==> config.mk <==
export PLATFORM = sky130hd
export DESIGN_NAME = shift_sequencer
export DESIGN_NICKNAME = d
export VERILOG_FILES = /design/src/rtl/shift_sequencer_pkg.sv /design/src/rtl/shift_sequencer_rep_counter.sv /design/src/rtl/shift_sequencer.sv
export SDC_FILE = /design/constraint.sdc
export NUM_CORES = 1
export LEC_CHECK = 0
export ABC_AREA = 0
export BUFFER_PORTS_ARGS = -buffer_cell sky130_fd_sc_hd__clkbuf_2
export CORE_ASPECT_RATIO = 1.4
export CORE_MARGIN = 2
export CORE_UTILIZATION = 52
export CTS_BUF_LIST = sky130_fd_sc_hd__clkbuf_8
export DETAILED_ROUTE_END_ITERATION = 12
export PLACE_DENSITY = 0.82
export RECOVER_POWER = 25
export SLEW_MARGIN = 20
export SYNTH_ARGS = -nofsm -noshare
export SYNTH_HDL_FRONTEND = slang
export SYNTH_SLANG_ARGS = --single-unit
==> constraint.sdc <==
create_clock -name clk -period 2 [get_ports clk]
set_clock_uncertainty 0.2 [all_clocks]
set_input_delay 0.1 -clock clk [delete_from_list [all_inputs] [get_ports clk]]
set_output_delay 0.1 -clock clk [all_outputs]
set_load 0.02 [all_outputs]
==> src/rtl/shift_sequencer_pkg.sv <==
// Shared constants for the shift sequencer, its datapath and the bench.
package shift_sequencer_pkg;

    localparam logic [1:0] OP_PASS = 2'b00;
    localparam logic [1:0] OP_CPL  = 2'b01;
    localparam logic [1:0] OP_SHR  = 2'b10;
    localparam logic [1:0] OP_SHL  = 2'b11;

    typedef enum logic [1:0] {
        ST_IDLE = 2'd0,
        ST_LOAD = 2'd1,
        ST_RUN  = 2'd2,
        ST_DONE = 2'd3
    } state_t;

endpackage

==> src/rtl/shift_sequencer_rep_counter.sv <==
// Repetition down-counter: load, decrement-enable and zero flag; never wraps below 0.
module rep_counter #(
    parameter int unsigned CNT_W = 4
) (
    input  logic             clk,
    input  logic             reset,
    input  logic             load,
    input  logic [CNT_W-1:0] load_val,
    input  logic             dec,
    output logic [CNT_W-1:0] count,
    output logic             zero
);

    assign zero = (count == '0);

    always_ff @(posedge clk or negedge reset) begin
        if (!reset) begin
            count <= '0;
        end else if (load) begin
            count <= load_val;
        end else if (dec && !zero) begin
            count <= count - CNT_W'(1);
        end
    end

endmodule

==> src/rtl/shift_sequencer.sv <==
// Command-driven sequencer for the 4-bit universal shifter datapath.
module shift_sequencer
    import shift_sequencer_pkg::*;
#(
    parameter int unsigned CNT_W = 4
) (
    input  logic             clk,
    input  logic             reset,
    input  logic             cmd_valid,
    output logic             cmd_ready,
    input  logic [0:3]       cmd_data,
    input  logic [0:1]       cmd_op,
    input  logic [0:1]       cmd_amt,
    input  logic [CNT_W-1:0] cmd_reps,
    output logic [0:3]       dp_in,
    output logic             dp_load,
    output logic             dp_rg,
    output logic [0:1]       dp_ch,
    output logic [0:1]       dp_sh,
    input  logic [0:3]       dp_out,
    output logic             res_valid,
    input  logic             res_ready,
    output logic [0:3]       res_data,
    output logic             busy
);

    state_t           state;
    logic [CNT_W-1:0] reps_q;
    logic [CNT_W-1:0] cnt;
    logic             cnt_zero;
    logic             cnt_load;
    logic [CNT_W-1:0] cnt_load_val;
    logic             cnt_dec;
    logic             cnt_last;

    assign cnt_load     = (state == ST_LOAD);
    assign cnt_load_val = (reps_q == '0) ? '0 : reps_q - CNT_W'(1);
    assign cnt_dec      = (state == ST_RUN);
    assign cnt_last     = (cnt == CNT_W'(1)) || cnt_zero;

    rep_counter #(
        .CNT_W (CNT_W)
    ) u_rep_counter (
        .clk      (clk),
        .reset    (reset),
        .load     (cnt_load),
        .load_val (cnt_load_val),
        .dec      (cnt_dec),
        .count    (cnt),
        .zero     (cnt_zero)
    );

    // The register holds in DONE, so dp_out is already stable there.
    assign res_data = res_valid ? dp_out : '0;

    // dp_in, dp_ch and dp_sh double as the command latch for data/op/amt.
    always_ff @(posedge clk or negedge reset) begin
        if (!reset) begin
            state     <= ST_IDLE;
            reps_q    <= '0;
            cmd_ready <= 1'b1;
            busy      <= 1'b0;
            res_valid <= 1'b0;
            dp_in     <= '0;
            dp_load   <= 1'b0;
            dp_rg     <= 1'b0;
            dp_ch     <= '0;
            dp_sh     <= '0;
        end else begin
            case (state)
                ST_IDLE: begin
                    if (cmd_valid) begin
                        state     <= ST_LOAD;
                        reps_q    <= cmd_reps;
                        cmd_ready <= 1'b0;
                        busy      <= 1'b1;
                        dp_in     <= cmd_data;
                        dp_load   <= 1'b1;
                        dp_rg     <= 1'b0;
                        dp_ch     <= (cmd_reps == '0) ? OP_PASS : cmd_op;
                        dp_sh     <= cmd_amt;
                    end
                end
                ST_LOAD: begin
                    dp_in <= '0;
                    if (reps_q <= CNT_W'(1)) begin
                        state     <= ST_DONE;
                        dp_load   <= 1'b0;
                        dp_rg     <= 1'b0;
                        res_valid <= 1'b1;
                    end else begin
                        state   <= ST_RUN;
                        dp_load <= 1'b1;
                        dp_rg   <= 1'b1;
                    end
                end
                ST_RUN: begin
                    if (cnt_last) begin
                        state     <= ST_DONE;
                        dp_load   <= 1'b0;
                        dp_rg     <= 1'b0;
                        res_valid <= 1'b1;
                    end
                end
                ST_DONE: begin
                    if (res_ready) begin
                        state     <= ST_IDLE;
                        res_valid <= 1'b0;
                        cmd_ready <= 1'b1;
                        busy      <= 1'b0;
                        dp_ch     <= '0;
                        dp_sh     <= '0;
                    end
                end
                default: begin
                    state <= ST_IDLE;
                end
            endcase
        end
    end

endmodule

==> metrics <==
Least-Margin Pin Slew 1.21 ns; Yosys top cell area share 46.0%; worst-skew pair later-pin latency 0.27 ns; count of cell types in the netlist 35; Initial Utilization 55.0%; Top Ports 37; Max Transition Viols Final 0; syn avg cell area 10.5 um^2; nets@finish between 150 and 200; crit path DAT 1.90 ns; placed inst area 0.00143 mm^2; via count 1053; synth top area cells dfrtp_1 46%, ha_1 7.3%, mux2_2 5.6%, nand2_1 3.1%, a22o_1 2.9%; cts bufs inserted 3; Crit path required time 1.98 ns; Seq/Total Area, Yosys 48.2%; crit path max fanout 4; Syn Inst Count 114; worst-case vdd ir drop 0.925 mV; EDFF count, synth 0; outcome finished, final reports clean; fin crit period roughly 1.9 ns; Crit path largest cell delay about 0.46 ns; DIE AREA 0.00271 mm^2; Max Buffers Root-to-Sink 2; clk slew on worst S/H paths 0.08 ns; utilization after layout 74.7%; Final Cycle Share around 96%; Placed Cells 174; Final setup violation count 0; Hold/Removal Path Class input pin to register; final hold vios 0; first-pass detailed-route iteration total 4; H-tree Lvls 1; critical path startpoint state[0]; reg2reg setup slack 0.08 ns; critical path's slowest cell or4b_1; Area Overhead vs Synth 35.8%; Die W 44.6 um; count of state elements after synthesis 23; WL/cell 14.3 um; GRT Total Usage 23.5%; clock root cell clkbuf_8; WL final 2740 um; number of global-route vias before repair 1078; Synth area leader dfrtp_1; GPL Wtd Cong 0.725; CP endpoint u_rep_counter.count[3]; row count 20; Max Clk Rate around 520 MHz; Residual DRC 0; Max Cap Viol 0; reg2reg path depth 6; Syn. warnings 0; Primary FF master, synth dfrtp_1; FF-to-FF Start state[0]; largest net degree at the start of global routing 24; leakage ~0.8 nW; ant diodes 0; worst rel slew slack 19.2%; first-pass GRT wire length 4570 um; Crit Path Class register to register; Worst setup EP type register; Cell Pwr Density 1590 mW/mm^2; HPWL Detailed roughly 1900 um; Hold Startpoint cmd_valid; worst-path cell chain inv_1, ha_1, or4b_1, nor3_1, a21oi_1, o22ai_1; crit start category register; Die H ~60 um; reg2reg end u_rep_counter.count[3]; Post-Synthesis Net Count 141; CTS tree built; number of port buffers 36; Vias/cell 5.48; GR Overflow Total 0; Post-synth ARST share 100%; Power, Total 2.59 mW; Final ANT Viol Nets 0; Finished Cell Area 0.00163 mm^2; Cell Area, Synth 0.00120 mm^2; unrepaired setup endpoints after global routing yes; core area 0.00218 mm^2; final instance count without filler cells 192; initial DRC count 23; initial antenna violation count 0; CTS sink cnt 23; most frequent cell after synthesis dfrtp_1; share of cells above drive strength 1 33.5%; Post-synth top cells 22 x dfrtp_1, 10 x nand2_1, 7 x ha_1, 7 x inv_1, 7 x nor2_1
[critical path, delay by kind of cell, from the launching register on]
family	cells	cell delay, ns
flops	1	0.42
compound gates	2	0.27
simple gates	2	0.61
buf+inv	1	0.14
fa+ha+maj	1	0.19
[worst min-delay path by stage]
stage / endpoint / cells after the start / slack, ns
CTS: dp_in[3] / 3 / 0.01
finish: dp_in[3] / 3 / 0.02
detailed placement: reps_q[0] / 1 / -0.08
global route: dp_in[1] / 3 / 0.06
floorplan: busy / 0 / -0.40
global placement: reps_q[2] / 1 / -0.09
[state kept, by name (all words and copies together), names as in the netlist]
register	count
busy	1
cmd_ready	1
dp_ch	2
dp_in	4
dp_load	1
dp_rg	1
dp_sh	2
reps_q	4
res_valid	1
state	2
u_rep_counter.count	4
[repair_timing]
action                                 CTS  global route
setup buffers                            0             0
hold buffers                            14             0
setup endpoints to repair                0             6
endpoints found under the hold margin   36             0
gates resized for setup                  0             4
[through the flow]
step                setup slack, ns  setup TNS (ns)  hold WS, ns
floorplan                     0.198               0       -0.396
global placement              0.205               0      -0.0889
detailed placement            0.108               0      -0.0835
CTS                          0.0804               0       0.0138
global route                -0.0419         -0.0526       0.0581
finish                       0.0835               0       0.0200
[layer usage]
layer	track usage, %	vias up	part of all wire, %
li1	-	518	-
met1	27.3	485	41
met2	39.8	40	52
met3	4.17	10	4.2
met4	13.9	0	3.3
met5	0	-	0
[where the power goes]
part / internal, mW / switching [mW]
Combinational: 0.632 / 0.776
Clock: 0.137 / 0.146
Sequential: 0.696 / 0.203
Total: 1.46 / 1.12
[layout make-up]
type                       count  area [um^2]
clock buffer                   3         41.3
timing repair buffer          54          349
tap                           22         27.5
inverter                       7         26.3
multi-input combinational     82          602
fill                         155          551
clock inverter                 1         3.75
sequential                    23          577
[placed cells by master, fill, tap and decap left out, drive strengths merged]
cell type and instances:
clkbuf 39, dfrtp 22, dlygate4sd3 14, nand2 10, inv 8, ha 7, nor2 7, o21ai 7
mux2 6, a31oi 5, a21oi 5, nor2b 5, and2 4, a22o 4, buf 4, nor3 4
o22ai 2, o31ai 2, a21boi 1, nand2b 1, xor2 1, o32a 1, xnor2 1, nor4 1
nand4b 1, a32o 1, a21o 1, or4b 1, a31o 1, mux2i 1, nor3b 1, a211oi 1
dfstp 1
[logic make-up (layout without fill, tap and decap cells)]
group / after synthesis / count (layout) / share of synthesized area, %
mux: 7 / 7 / 6.48
flops: 23 / 23 / 48.2
simple gates: 35 / 35 / 15.2
buf+inv: 9 / 65 / 2.82
fa+ha+maj: 7 / 7 / 7.31
xor+xnor: 2 / 2 / 1.46
compound gates: 31 / 31 / 18.6
No activity file was read; power rests on OpenSTA's default activity.
